$ cat config.mk
export PLATFORM = sky130hd
export DESIGN_NAME = sprite_blitter_flat
export DESIGN_NICKNAME = d
export VERILOG_FILES = /design/src/rtl/sprite_blitter_if.sv /design/src/rtl/sprite_blitter.sv /design/src/flat_wrapper.sv
export SDC_FILE = /design/constraint.sdc
export NUM_CORES = 1
export LEC_CHECK = 0
export ABC_AREA = 0
export BUFFER_PORTS_ARGS = -buffer_cell sky130_fd_sc_hd__buf_2
export CELL_PAD_IN_SITES_DETAIL_PLACEMENT = 0
export CELL_PAD_IN_SITES_GLOBAL_PLACEMENT = 1
export CORE_UTILIZATION = 41
export CTS_CLUSTER_SIZE = 8
export DETAILED_ROUTE_END_ITERATION = 10
export PLACE_DENSITY_LB_ADDON = 0.3
export SYNTH_ARGS = -nofsm -noshare
export SYNTH_HDL_FRONTEND = slang
export SYNTH_SLANG_ARGS = --single-unit
$ cat constraint.sdc
create_clock -name clk -period 2.2 [get_ports clk]
set_input_delay 0.55 -clock clk [delete_from_list [all_inputs] [get_ports clk]]
set_output_delay 0.55 -clock clk [all_outputs]
set_load 0.01 [all_outputs]
$ cat src/rtl/sprite_blitter_if.sv
// ---------------------------------------------------------------------------
// sprite_blitter_if
//   Bundles the sprite blitter's request handshake, sprite-ROM port and
//   VGA pixel-write port into one interface.
//
//   Signals:
//     start, x_pos_init, y_pos_init, erase, hflip, bg_colour : draw request
//     rom_addr (to ROM), rom_q (from ROM, one cycle after rom_addr)
//     x, y, colour, plot : pixel-write port towards the VGA adapter
//     busy, done         : draw status back to the requester
//
//   Modports:
//     slave  : the blitter itself
//     master : its environment (requester, sprite ROM and VGA adapter).
//              The ROM data therefore comes from the master side.
// ---------------------------------------------------------------------------
interface sprite_blitter_if #(
    parameter int ADDR_W   = 10,
    parameter int X_W      = 9,
    parameter int Y_W      = 8,
    parameter int COLOUR_W = 3
);
    logic                start;
    logic [X_W-1:0]      x_pos_init;
    logic [Y_W-1:0]      y_pos_init;
    logic                erase;
    logic                hflip;
    logic [COLOUR_W-1:0] bg_colour;

    logic [ADDR_W-1:0]   rom_addr;
    logic [COLOUR_W-1:0] rom_q;

    logic [X_W-1:0]      x;
    logic [Y_W-1:0]      y;
    logic [COLOUR_W-1:0] colour;
    logic                plot;
    logic                busy;
    logic                done;

    modport slave (
        input  start, x_pos_init, y_pos_init, erase, hflip, bg_colour, rom_q,
        output rom_addr, x, y, colour, plot, busy, done
    );

    modport master (
        output start, x_pos_init, y_pos_init, erase, hflip, bg_colour, rom_q,
        input  rom_addr, x, y, colour, plot, busy, done
    );
endinterface

$ cat src/rtl/sprite_blitter.sv
// ---------------------------------------------------------------------------
// sprite_blitter
//   Streams a SPRITE_W x SPRITE_H bitmap from a synchronous sprite ROM to
//   the VGA pixel-write port at one pixel per clock, with transparency,
//   erase mode and horizontal mirroring.
//
//   Ports:
//     clk    : system clock, rising edge
//     resetn : asynchronous active-low reset
//     bus    : sprite_blitter_if.slave (request, ROM port, pixel port)
//
//   Pipeline (accept edge E0, pixel k):
//     cycle k+1 : address stage (rom_addr, col, row)
//     cycle k+2 : ROM stage (rom_q valid, col/row/valid carried along)
//     cycle k+3 : registered x, y, colour, plot
//
//   Configuration macro:
//     SPRITE_BLITTER_CLIP_EN : when defined, pixels outside SCREEN_W x
//     SCREEN_H are suppressed (plot=0, slot kept). When undefined,
//     coordinates simply wrap modulo 2^X_W / 2^Y_W.
// ---------------------------------------------------------------------------
module sprite_blitter #(
    parameter int SPRITE_W = 28,
    parameter int SPRITE_H = 20,
    parameter int ADDR_W   = 10,
    parameter int X_W      = 9,
    parameter int Y_W      = 8,
    parameter int COLOUR_W = 3,
    parameter int SCREEN_W = 320,
    parameter int SCREEN_H = 240,
    parameter logic [COLOUR_W-1:0] TRANSPARENT = '0
) (
    input  logic             clk,
    input  logic             resetn,
    sprite_blitter_if.slave  bus
);

`ifdef SPRITE_BLITTER_CLIP_EN
    localparam bit CLIP_EN = 1'b1;
`else
    localparam bit CLIP_EN = 1'b0;
`endif

    localparam int COL_W = (SPRITE_W > 1) ? $clog2(SPRITE_W) : 1;
    localparam int ROW_W = (SPRITE_H > 1) ? $clog2(SPRITE_H) : 1;
    // One extra bit so clipping compares the true, unwrapped coordinate.
    localparam int XS_W  = X_W + 1;
    localparam int YS_W  = Y_W + 1;

    localparam logic [ADDR_W-1:0] STRIDE        = ADDR_W'(SPRITE_W);
    localparam logic [ADDR_W-1:0] LAST_COL_ADDR = ADDR_W'(SPRITE_W - 1);

    typedef enum logic [1:0] {
        S_IDLE,
        S_FETCH,
        S_DRAIN,
        S_DONE
    } state_t;

    state_t              r_state;
    logic                r_drain;
    logic                r_busy;
    logic                r_done;

    // Request fields latched on accept.
    logic [X_W-1:0]      r_x_base;
    logic [Y_W-1:0]      r_y_base;
    logic                r_erase;
    logic                r_hflip;
    logic [COLOUR_W-1:0] r_bg;

    // Address stage.
    logic [COL_W-1:0]    r_col;
    logic [ROW_W-1:0]    r_row;
    logic [ADDR_W-1:0]   r_row_base;
    logic [ADDR_W-1:0]   r_rom_addr;

    // ROM stage.
    logic                r_s1_valid;
    logic [COL_W-1:0]    r_s1_col;
    logic [ROW_W-1:0]    r_s1_row;

    // Output stage.
    logic [X_W-1:0]      r_x;
    logic [Y_W-1:0]      r_y;
    logic [COLOUR_W-1:0] r_colour;
    logic                r_plot;

    logic                w_last_col;
    logic                w_last_row;
    logic [ADDR_W-1:0]   w_next_base;
    logic [ADDR_W-1:0]   w_first_col_addr;
    logic [XS_W-1:0]     w_x_sum;
    logic [YS_W-1:0]     w_y_sum;
    logic                w_clip_ok;
    logic                w_opaque;
    logic                w_plot_next;

    assign w_last_col       = (r_col == COL_W'(SPRITE_W - 1));
    assign w_last_row       = (r_row == ROW_W'(SPRITE_H - 1));
    // Row base is an accumulator stepped by SPRITE_W, so no multiplier.
    assign w_next_base      = r_row_base + STRIDE;
    // A mirrored row is walked right to left, starting at its last column.
    assign w_first_col_addr = r_hflip ? LAST_COL_ADDR : '0;

    assign w_x_sum     = {1'b0, r_x_base} + XS_W'(r_s1_col);
    assign w_y_sum     = {1'b0, r_y_base} + YS_W'(r_s1_row);
    assign w_clip_ok   = !CLIP_EN ||
                         ((w_x_sum < XS_W'(SCREEN_W)) && (w_y_sum < YS_W'(SCREEN_H)));
    assign w_opaque    = (bus.rom_q != TRANSPARENT);
    assign w_plot_next = r_s1_valid && (r_erase || w_opaque) && w_clip_ok;

    // Control FSM and address generation.
    // NOTE: sequential state uses non-blocking (<=) assignments so every
    // register samples the pre-edge values; blocking here would create
    // order-dependent simulation and mismatch the synthesised flops.
    always_ff @(posedge clk or negedge resetn) begin
        if (!resetn) begin
            r_state    <= S_IDLE;
            r_drain    <= 1'b0;
            r_busy     <= 1'b0;
            r_done     <= 1'b0;
            r_x_base   <= '0;
            r_y_base   <= '0;
            r_erase    <= 1'b0;
            r_hflip    <= 1'b0;
            r_bg       <= '0;
            r_col      <= '0;
            r_row      <= '0;
            r_row_base <= '0;
            r_rom_addr <= '0;
        end else begin
            r_done <= 1'b0;
            case (r_state)
                S_IDLE: begin
                    if (bus.start) begin
                        r_x_base   <= bus.x_pos_init;
                        r_y_base   <= bus.y_pos_init;
                        r_erase    <= bus.erase;
                        r_hflip    <= bus.hflip;
                        r_bg       <= bus.bg_colour;
                        r_col      <= '0;
                        r_row      <= '0;
                        r_row_base <= '0;
                        // Uses the live hflip: r_hflip is only being loaded.
                        r_rom_addr <= bus.hflip ? LAST_COL_ADDR : '0;
                        r_drain    <= 1'b0;
                        r_busy     <= 1'b1;
                        r_state    <= S_FETCH;
                    end
                end
                S_FETCH: begin
                    if (w_last_col) begin
                        if (w_last_row) begin
                            r_state <= S_DRAIN;
                        end else begin
                            r_col      <= '0;
                            r_row      <= r_row + 1'b1;
                            r_row_base <= w_next_base;
                            r_rom_addr <= w_next_base + w_first_col_addr;
                        end
                    end else begin
                        r_col      <= r_col + 1'b1;
                        r_rom_addr <= r_hflip ? (r_rom_addr - 1'b1) : (r_rom_addr + 1'b1);
                    end
                end
                S_DRAIN: begin
                    // Two cycles: the ROM stage and the output stage empty.
                    if (r_drain) begin
                        r_busy  <= 1'b0;
                        r_done  <= 1'b1;
                        r_state <= S_DONE;
                    end else begin
                        r_drain <= 1'b1;
                    end
                end
                S_DONE: begin
                    r_state <= S_IDLE;
                end
                default: begin
                    r_state <= S_IDLE;
                end
            endcase
        end
    end

    // ROM-latency alignment and output registers.
    // NOTE: every pipeline register is reset, including the valid and the
    // data fields, so an aborted draw cannot leak a stale pixel or plot.
    always_ff @(posedge clk or negedge resetn) begin
        if (!resetn) begin
            r_s1_valid <= 1'b0;
            r_s1_col   <= '0;
            r_s1_row   <= '0;
            r_x        <= '0;
            r_y        <= '0;
            r_colour   <= '0;
            r_plot     <= 1'b0;
        end else begin
            r_s1_valid <= (r_state == S_FETCH);
            r_s1_col   <= r_col;
            r_s1_row   <= r_row;
            r_plot     <= w_plot_next;
            // Coordinates and colour are held whenever nothing is plotted.
            if (w_plot_next) begin
                r_x      <= w_x_sum[X_W-1:0];
                r_y      <= w_y_sum[Y_W-1:0];
                r_colour <= r_erase ? r_bg : bus.rom_q;
            end
        end
    end

    assign bus.rom_addr = r_rom_addr;
    assign bus.x        = r_x;
    assign bus.y        = r_y;
    assign bus.colour   = r_colour;
    assign bus.plot     = r_plot;
    assign bus.busy     = r_busy;
    assign bus.done     = r_done;

endmodule

$ cat src/flat_wrapper.sv
// flat-port wrapper written by rule: the top's interface ports become plain ports
module sprite_blitter_flat 
#(
    parameter int SPRITE_W = 28,
    parameter int SPRITE_H = 20,
    parameter int ADDR_W   = 10,
    parameter int X_W      = 9,
    parameter int Y_W      = 8,
    parameter int COLOUR_W = 3,
    parameter int SCREEN_W = 320,
    parameter int SCREEN_H = 240,
    parameter logic [COLOUR_W-1:0] TRANSPARENT = '0
)
  (clk, resetn, bus_start, bus_x_pos_init, bus_y_pos_init, bus_erase, bus_hflip, bus_bg_colour, bus_rom_q, bus_rom_addr, bus_x, bus_y, bus_colour, bus_plot, bus_busy, bus_done);
  sprite_blitter_if #(.ADDR_W(ADDR_W), .X_W(X_W), .Y_W(Y_W), .COLOUR_W(COLOUR_W)) bus_i ();
  input  logic clk;
  input  logic resetn;
  input wire logic [$bits(bus_i.start)-1:0] bus_start;
  input wire logic [$bits(bus_i.x_pos_init)-1:0] bus_x_pos_init;
  input wire logic [$bits(bus_i.y_pos_init)-1:0] bus_y_pos_init;
  input wire logic [$bits(bus_i.erase)-1:0] bus_erase;
  input wire logic [$bits(bus_i.hflip)-1:0] bus_hflip;
  input wire logic [$bits(bus_i.bg_colour)-1:0] bus_bg_colour;
  input wire logic [$bits(bus_i.rom_q)-1:0] bus_rom_q;
  output wire logic [$bits(bus_i.rom_addr)-1:0] bus_rom_addr;
  output wire logic [$bits(bus_i.x)-1:0] bus_x;
  output wire logic [$bits(bus_i.y)-1:0] bus_y;
  output wire logic [$bits(bus_i.colour)-1:0] bus_colour;
  output wire logic [$bits(bus_i.plot)-1:0] bus_plot;
  output wire logic [$bits(bus_i.busy)-1:0] bus_busy;
  output wire logic [$bits(bus_i.done)-1:0] bus_done;
  assign bus_i.start = bus_start;
  assign bus_i.x_pos_init = bus_x_pos_init;
  assign bus_i.y_pos_init = bus_y_pos_init;
  assign bus_i.erase = bus_erase;
  assign bus_i.hflip = bus_hflip;
  assign bus_i.bg_colour = bus_bg_colour;
  assign bus_i.rom_q = bus_rom_q;
  assign bus_rom_addr = bus_i.rom_addr;
  assign bus_x = bus_i.x;
  assign bus_y = bus_i.y;
  assign bus_colour = bus_i.colour;
  assign bus_plot = bus_i.plot;
  assign bus_busy = bus_i.busy;
  assign bus_done = bus_i.done;
  sprite_blitter #(.SPRITE_W(SPRITE_W), .SPRITE_H(SPRITE_H), .ADDR_W(ADDR_W), .X_W(X_W), .Y_W(Y_W), .COLOUR_W(COLOUR_W), .SCREEN_W(SCREEN_W), .SCREEN_H(SCREEN_H), .TRANSPARENT(TRANSPARENT)) u_core (.clk(clk), .resetn(resetn), .bus(bus_i));
endmodule
==> impl_metrics.py, run 1 <==
metrics = {
    "yosys": {
        "synthTopCellsByArea": "dfrtp_1, ha_1, mux2_2, o21ai_0, nand2_1",
        "yosys_warnings": 0,
        "synth_edf_count": 0,
        "yosysSeqAreaShare_pct": 48.2,
        "syn_avg_cell_area_um2": 10.4,
        "synth_nets": 491,
        "synthCells": 433,
        "yosysMostFrequentCell": "dfrtp_1",
        "synth_common_cells": "dfrtp_1, nand2_1, o21ai_0",
        "ys_types": 46,
        "async_flop_share_pct": 100,
        "synth_top_area_cell": "dfrtp_1",
        "synth_seq_cells": 87,
        "synth.cell_area_um2": 4520,
        "ys.flop_type": "dfrtp_1",
        "synth_top_area_share_pct": 48.2,
    },
    "route": {
        "wl_mm": 9.46,
        "post_drt_wl_per_cell_um": 14.3,
        "vias_per_cell": 5.13,
        "ant_nets": 0,
        "via_count": 3403,
        "first_iter_violations": 155,
        "drc": 0,
        "drt-pass1-iter-count": 4,
    },
    "final_layout": {
        "num_antenna_cells": 0,
        "instances_no_fill": 663,
        "drive_gt1_share_pct": 28.8,
        "register_area_um2": 2180,
        "nFillCells": 959,
        "final_nets": 580,
        "multiInputGateArea_um2": 2340,
        "syn_to_final_growth_pct": 22.2,
        "utilization_pct": 52.5,
    },
    "timing": {
        "fin_tns_setup_ps": -35.3,
        "setup_viol": 1,
        "rsz0062_at_grt": "yes",
        "skew_ps": 6.24,
        "fin_crit_sh_pct": 102,
        "slew_headroom_pct": 60.3,
        "slew_violations": 0,
        "worst-slew-pin-transition_ps": 589,
        "post-route-min-period_ps": 2240,
        "layout_setup_ws_ps": -35.3,
        "fmax_mhz": 447,
        "hold_viol": 0,
    },
    "floorplan": {
        "die_w_um": 107,
        "initial_core_util_pct": 43.0,
        "die-area_um2": 11400,
        "die_h_um": 107,
        "core_area_um2": 10500,
        "io_pins": 61,
        "rows": 37,
    },
    "clock_tree": {
        "cts_tree": "yes",
        "clockRootBuffer": "clkbuf_8",
        "clk_pin_slew_ps": 90,
        "htreeDepth": 3,
        "cts.path.max_buffers": 2,
        "cts.sinks": 87,
        "clk_latency_ps": 350,
        "cts_buffers": 9,
    },
    "power": {
        "p_sw_uw": 2950,
        "p_per_area_nw_per_um2": 1370,
        "p_int_uw": 4580,
        "vdd_ir_drop_max_uv": 806,
        "clkPwrFrac_pct": 15.3,
        "power_uw": 7540,
        "seq_power_share_pct": 34.7,
        "swShare_pct": 39.2,
        "p_leak_uw": 0.00264,
        "comb_power_share_pct": 50.1,
    },
    "placement": {
        "dp_hpwl_mm": 6.86,
        "io_buffers": 60,
        "place_congestion": 0.827,
        "dp_cells": 644,
    },
    "setup_path": {
        "arrival_ps": 2510,
        "worstSetupStartpointType": "flop",
        "cp-end-kind": "flop",
        "crit_fanout": 7,
        "crit_type": "flop to flop",
        "cp.required_ps": 2480,
    },
    "run_status": {
        "outcome": "finished, violations left",
        "violations": "negative setup slack",
    },
    "global_route": {
        "grt_usage_pct": 17.6,
        "grt_pass1_wl_mm": 15.7,
        "grt.overflow.total": 0,
        "antenna_found_initial": 0,
        "grt_max_degree": 46,
        "first_global_vias": 3299,
    },
    "worst_hold_path": {
        "hp-class": "primary input to asynchronous set/reset pin",
    },
    "job": {
        "maxCapViolCount": 0,
    },
}
kinds of logic (layout without fill, tap and decap cells):
logic type	count (synthesis)	after routing	synth area share, %
flops	87	87	48.2
xor+xnor	35	35	6.78
compound gates	106	106	14.4
fa+ha+maj	30	30	8.80
other cells	1	1	0.0830
buf+inv	32	126	2.71
mux	26	26	6.42
simple gates	116	116	12.6
registers in the layout, summed over array words and instances (netlist names):
name / flops
u_core.bus.busy: 1
u_core.bus.colour: 3
u_core.bus.done: 1
u_core.bus.plot: 1
u_core.bus.rom_addr: 10
u_core.bus.x: 9
u_core.bus.y: 8
u_core.r_bg: 3
u_core.r_col: 5
u_core.r_drain: 1
u_core.r_erase: 1
u_core.r_hflip: 1
u_core.r_row: 5
u_core.r_row_base: 8
u_core.r_s1_col: 5
u_core.r_s1_row: 5
u_core.r_s1_valid: 1
u_core.r_state: 2
u_core.r_x_base: 9
u_core.r_y_base: 8
worst max-delay path: stages (launching register included):
cell,delay [ps]
dfrtp_2,510
ha_4,290
and3_4,150
a2111oi_4,370
o221ai_1,170
a21oi_1,190
xnor2_1,110
o21a_1,190
o211ai_1,170
through the flow:
step / worst slack, ps / hold WS (ps) / instance area (µm²)
global placement: 31.0 / 413 / 5200
CTS: -11.2 / 67.6 / 5410
detailed placement: -17.8 / 407 / 5200
floorplan: 18.5 / 254 / 4530
global route: -122 / 70.0 / 5520
finish: -35.3 / 78.3 / 5520
layout make-up:
type	instances	share of cell area [%]
Inverter	19	1.29
Multi-Input combinational cell	314	42.3
Sequential cell	87	39.5
Tap cell	136	3.08
Clock inverter	7	1.45
Timing Repair Buffer	91	10.2
Clock buffer	9	2.24
per-layer routing:
| metal | GRT usage [%] | wire, µm |
|---|---|---|
| met1 | 23.5 | 4520 |
| met2 | 28.6 | 4500 |
| met5 | 0 | 0 |
| met4 | 5.48 | 91 |
| met3 | 3.95 | 343 |
path summary, 6_finish.rpt:
path | end | startpoint | slack [ps] | depth (start not counted)
max | u_core.bus.rom_addr[9] | u_core.r_hflip | -40 | 8
min | u_core.bus.y[5] | resetn | 80 | 1
max reg2reg | u_core.bus.rom_addr[9] | u_core.r_hflip | -40 | 8
min reg2reg | u_core.r_s1_row[4] | u_core.r_row[4] | 430 | 0
max in group asynchronous | u_core.r_row_base[7] | resetn | 1540 | 2
min in group clk | u_core.r_x_base[8] | bus_x_pos_init[8] | 420 | 2
repair_timing:
item	4_1_cts	5_1_grt
gates cloned	0	0
pin swaps	3	16
buffers inserted	1	2
gates resized for setup	0	18
setup endpoints to repair	2	7
hold buffers	0	0
power groups by stage:
stage               Combinational, µW  Clock (µW)  Sequential (µW)
floorplan                        2300           0             2680
global placement                 3500           0             2590
detailed placement               3580           0             2610
CTS                              3590        1200             2580
global route                     4230        1270             2700
finish                           3770        1150             2610
cell usage in the layout (no fill, tap or decap), types with 3 or more instances in the layout:
master	Yosys	final
nand2_1	55	55
xor2_1	16	15
mux2_2	24	24
a21oi_1	20	18
nand3_1	5	5
ha_4	0	5
nand2b_1	6	6
fa_1	3	3
and2_1	3	3
a21o_1	14	13
nand4_1	4	4
o31ai_1	4	4
a22o_1	3	3
dfrtp_1	87	86
buf_4	0	30
nor2b_1	9	8
xnor2_1	19	19
nor2_1	19	19
ha_1	27	22
o21ai_1	1	3
o21ai_0	46	44
nor3_1	4	4
buf_2	2	59
clkbuf_8	0	9
inv_1	19	17
(Power assumes the default switching activity.)
==> inputs of run 2 (changes only) <==
Settings changed: CORE_ASPECT_RATIO set to 1.25, REMOVE_ABC_BUFFERS set to 1.
==> impl_metrics.py, run 2 (synthesis results as in run 1) <==
metrics = {
    "timing": {
        "fmax_mhz": 454,
        "skew_ps": 6.86,
        "slew_violations": 0,
        "layout_setup_ws_ps": -0.723,
        "fin_crit_sh_pct": 100,
        "rsz0062_at_grt": "yes",
        "hold_viol": 0,
        "worst-slew-pin-transition_ps": 515,
        "setup_viol": 1,
        "post-route-min-period_ps": 2200,
        "slew_headroom_pct": 65.3,
    },
    "clock_tree": {
        "holdBufCountCts": 0,
        "cts.path.max_buffers": 2,
        "clk_pin_slew_ps": 60,
        "cts_tree": "yes",
        "clk_latency_ps": 330,
        "htreeDepth": 3,
        "clockRootBuffer": "clkbuf_16",
        "cts_buffers": 9,
        "cts.sinks": 87,
    },
    "setup_path": {
        "rrSetupSlack_ps": -0.7,
        "worstSetupStartpointType": "flop",
        "path_cells": "ha_4, and3_4, a2111oi_4, o221ai_1, a21oi_1, xnor2_1, o21a_1, o211ai_1",
        "reg2reg_to": "u_core.bus.rom_addr[9]",
        "cp-end-kind": "flop",
        "r2r_cells": 8,
        "cp.required_ps": 2450,
        "arrival_ps": 2450,
        "crit_buf_inv": 0,
        "critPathTopFamily": "compound AO/OA/AOI/OAI gates",
        "crit_type": "flop to flop",
        "cpMaxStageDelayCell": "dfrtp_2",
        "cp-startpoint": "u_core.r_hflip",
        "crit_fanout": 7,
        "timing.rr.start": "u_core.r_hflip",
        "max_stage_delay_ps": 510,
    },
    "placement": {
        "io_buffers": 60,
        "place_congestion": 0.858,
        "dp_hpwl_mm": 7.04,
        "dp_slack_ps": -143,
    },
    "global_route": {
        "grt_max_degree": 41,
        "first_global_vias": 3515,
        "antenna_found_initial": 0,
        "grt.overflow.total": 0,
        "grt_pass1_wl_mm": 16.1,
        "grt_usage_pct": 18.2,
    },
    "final_layout": {
        "drive_gt1_share_pct": 28.8,
        "utilization_pct": 52.5,
        "syn_to_final_growth_pct": 24.0,
        "largest_reg_flops": 10,
        "num_antenna_cells": 0,
        "final_cell_mix": "dfrtp_1, buf_2, nand2_1, o21ai_0, buf_4",
        "final_nets": 584,
        "final_common_cell": "dfrtp_1",
    },
    "run_status": {
        "outcome": "finished, violations left",
        "violations": "negative setup slack",
    },
    "floorplan": {
        "die-area_um2": 11400,
        "die_w_um": 95.9,
        "rows": 42,
        "die_h_um": 119,
        "core_area_um2": 10700,
        "io_pins": 61,
        "initial_core_util_pct": 42.4,
    },
    "route": {
        "vias_per_cell": 5.22,
        "via_count": 3458,
        "drt-pass1-iter-count": 4,
        "post_drt_wl_per_cell_um": 14.3,
        "drc": 0,
        "ant_nets": 0,
        "wl_mm": 9.45,
        "first_iter_violations": 146,
    },
    "job": {
        "maxCapViolCount": 0,
    },
    "worst_hold_path": {
        "hp-class": "primary input to asynchronous set/reset pin",
    },
    "power": {
        "power_uw": 7850,
        "vdd_ir_drop_max_uv": 758,
        "p_leak_uw": 0.00268,
        "p_per_area_nw_per_um2": 1400,
    },
}
==> run 2: cell count changes in the layout (fill, tap and decap cells not counted), sizes merged <==
cell / previous run / this run
inv: 22 / 19
clkinvlp: 0 / 1
clkbuf: 9 / 12
bufinv: 1 / 0
buf: 91 / 95
==> run 2: timing repair <==
| action | CTS | global route |
|---|---|---|
| resized for setup | 8 | 9 |
| endpoints found under the setup margin | 4 | 5 |
| buffers inserted | 1 | 1 |
| pin swaps | 4 | 8 |
| hold endpoints to repair | 0 | 0 |
==> run 2: stage by stage <==
| stage | area [µm²] | hold slack, ps | TNS [ps] | cells |
|---|---|---|---|---|
| 3_3_place_gp | 5200 | 412 | -43.5 | 645 |
| 3_5_place_dp | 5200 | 423 | -214 | 645 |
| 2_1_floorplan | 4470 | 254 | -32280 | 420 |
| 5_1_grt | 5600 | 221 | -438 | 663 |
| 4_1_cts | 5560 | 204 | -21.8 | 662 |
| 6_report | 5600 | 191 | -0.723 | 663 |
==> run 2: worst max path at each step <==
stage	slack, ps	to	cells past startpoint
6_report	-0.7	u_core.bus.rom_addr[9]	8
5_1_grt	-140	u_core.bus.rom_addr[9]	8
4_1_cts	-20	u_core.bus.rom_addr[9]	8
3_5_place_dp	-140	u_core.bus.rom_addr[9]	8
3_3_place_gp	-40	u_core.bus.rom_addr[9]	8
2_1_floorplan	-1570	u_core.bus.x[0]	4
==> run 2: final cells by class <==
type,instances,area (µm²)
clock buffer,12,256
clock inverter,4,30.0
fill,984,5060
inverter,19,71.3
multi-input combinational,314,2320
sequential,87,2180
tap,132,165
timing repair buffer,95,578
==> run 2: per-layer routing <==
metal,GRT usage [%],up-vias,part of all wire [%]
met5,0,-,0
met1,22.1,1680,44
met4,6.53,0,1.6
li1,-,1696,-
met3,3.96,14,4.1
met2,31.1,68,50
==> run 2: power breakdown <==
group | total [µW] | switching [µW] | internal, µW
registers | 2610 | 424 | 2190
clock network | 1440 | 611 | 829
logic | 3790 | 1900 | 1890
total | 7850 | 2940 | 4910
==> inputs of run 3 (changes only) <==
Settings changed: CORE_UTILIZATION 41 to 40.
==> impl_metrics.py, run 3 (synthesis results as in run 1) <==
metrics = {
    "setup_path": {
        "timing.rr.start": "u_core.r_hflip",
        "r2r_cells": 8,
        "max_stage_delay_ps": 500,
        "reg2reg_to": "u_core.bus.rom_addr[9]",
        "cp.required_ps": 2460,
        "rrSetupSlack_ps": 30,
        "crit_type": "flop to flop",
        "crit_fanout": 7,
        "cpMaxStageDelayCell": "dfrtp_2",
        "critical_path.endpoint": "u_core.bus.rom_addr[9]",
        "path_cells": "ha_4, and3_1, a2111oi_4, o221ai_1, a21oi_1, xnor2_1, o21a_1, o211ai_1",
        "worstSetupStartpointType": "flop",
        "cp-end-kind": "flop",
        "arrival_ps": 2430,
        "cp-startpoint": "u_core.r_hflip",
    },
    "global_route": {
        "grt_pass1_wl_mm": 15.7,
        "first_global_vias": 3327,
        "antenna_found_initial": 0,
        "grt_usage_pct": 17.0,
        "grt.overflow.total": 0,
        "grt_max_degree": 43,
    },
    "timing": {
        "post-route-min-period_ps": 2170,
        "holdWs_ps": 203,
        "hold_viol": 0,
        "setup_viol": 0,
        "fin_tns_setup_ps": 0,
        "slew_headroom_pct": 61.8,
        "skew_ps": 7.12,
        "fin_crit_sh_pct": 98.8,
        "fmax_mhz": 460,
        "worst-slew-pin-transition_ps": 573,
        "rsz0062_at_grt": "yes",
        "slew_violations": 0,
        "layout_setup_ws_ps": 26.6,
    },
    "final_layout": {
        "largest_reg_flops": 10,
        "drive_gt1_share_pct": 28.5,
        "num_antenna_cells": 0,
        "final_common_cell": "dfrtp_1",
        "final_cell_mix": "dfrtp_1, buf_2, nand2_1, o21ai_0, buf_4",
        "final_nets": 583,
        "utilization_pct": 50.7,
        "syn_to_final_growth_pct": 23.8,
    },
    "clock_tree": {
        "cts_tree": "yes",
        "cts.sinks": 87,
        "cts.path.max_buffers": 2,
        "holdBufCountCts": 0,
        "cts_buffers": 9,
        "clk_pin_slew_ps": 70,
        "clk_latency_ps": 340,
        "htreeDepth": 3,
        "clockRootBuffer": "clkbuf_16",
    },
    "floorplan": {
        "initial_core_util_pct": 41.0,
        "rows": 43,
        "core_area_um2": 11000,
        "io_pins": 61,
        "die_h_um": 121,
        "die-area_um2": 11700,
        "die_w_um": 97.1,
    },
    "placement": {
        "dp_hpwl_mm": 6.92,
        "io_buffers": 60,
        "dp_slack_ps": -127,
        "place_congestion": 0.856,
    },
    "route": {
        "vias_per_cell": 5.06,
        "dr.max_layer_used": "met4",
        "drt-pass1-iter-count": 4,
        "wl_mm": 9.25,
        "wl_met1_mm": 4.32,
        "ant_nets": 0,
        "drc": 0,
        "wl_met3_um": 333,
        "dr_wl_met2_mm": 4.46,
        "post_drt_wl_per_cell_um": 13.9,
        "via_count": 3367,
        "first_iter_violations": 102,
    },
    "power": {
        "vdd_ir_drop_max_uv": 763,
        "p_leak_uw": 0.00269,
        "p_per_area_nw_per_um2": 1410,
    },
    "job": {
        "maxCapViolCount": 0,
    },
    "run_status": {
        "outcome": "finished, final reports clean",
    },
    "worst_hold_path": {
        "hp-class": "primary input to asynchronous set/reset pin",
    },
}
[run 3: power breakdown]
group	switching (µW)	internal, µW	total (µW)	leakage (µW)
Clock	646	919	1570	0.000151
Sequential	418	2190	2610	0.00111
Combinational	1860	1860	3720	0.00143
[run 3: how the worst min path moves through the flow]
| stage | endpoint |
|---|---|
| after floorplan | u_core.bus.busy |
| after global placement | u_core.r_s1_col[1] |
| after detailed placement | u_core.r_s1_row[1] |
| after CTS | u_core.bus.y[4] |
| after global routing | u_core.bus.y[4] |
| final | u_core.bus.y[5] |
[run 3: metrics by stage]
stage / cell area (µm²) / cells / total power [µW]
4_1_cts: 5560 / 663 / 7900
3_3_place_gp: 5200 / 647 / 6090
6_report: 5600 / 665 / 7890
2_1_floorplan: 4470 / 420 / 4920
5_1_grt: 5600 / 665 / 8560
3_5_place_dp: 5200 / 647 / 6180
[run 3: per-layer routing]
layer  GRT usage, %  up-vias
met5              0        -
met4           6.16        0
met3           4.28       11
met2           28.0       61
met1           21.5     1603
li1               -     1692
[run 3: critical path, delay by kind of cell (launching register included)]
kind | cells | cell delay [ps]
flip-flops | 1 | 500
adder cells (fa/ha/maj) | 1 | 250
AO/OA/AOI/OAI | 5 | 1030
AND/OR/NAND/NOR | 1 | 210
XOR/XNOR | 1 | 110
[run 3: cell type report]
type                            count  area [µm²]
Inverter                           19        71.3
Fill cell                        1032        5430
Sequential cell                    87        2180
Clock buffer                       10         239
Tap cell                          135         169
Timing Repair Buffer               94         571
Multi-Input combinational cell    314        2300
Clock inverter                      6        67.6
[run 3: timing repair]
item	CTS	global route
gates resized for setup	6	10
buffers inserted	0	2
hold endpoints to repair	0	0
endpoints found under the setup margin	3	4
pin swaps	2	5
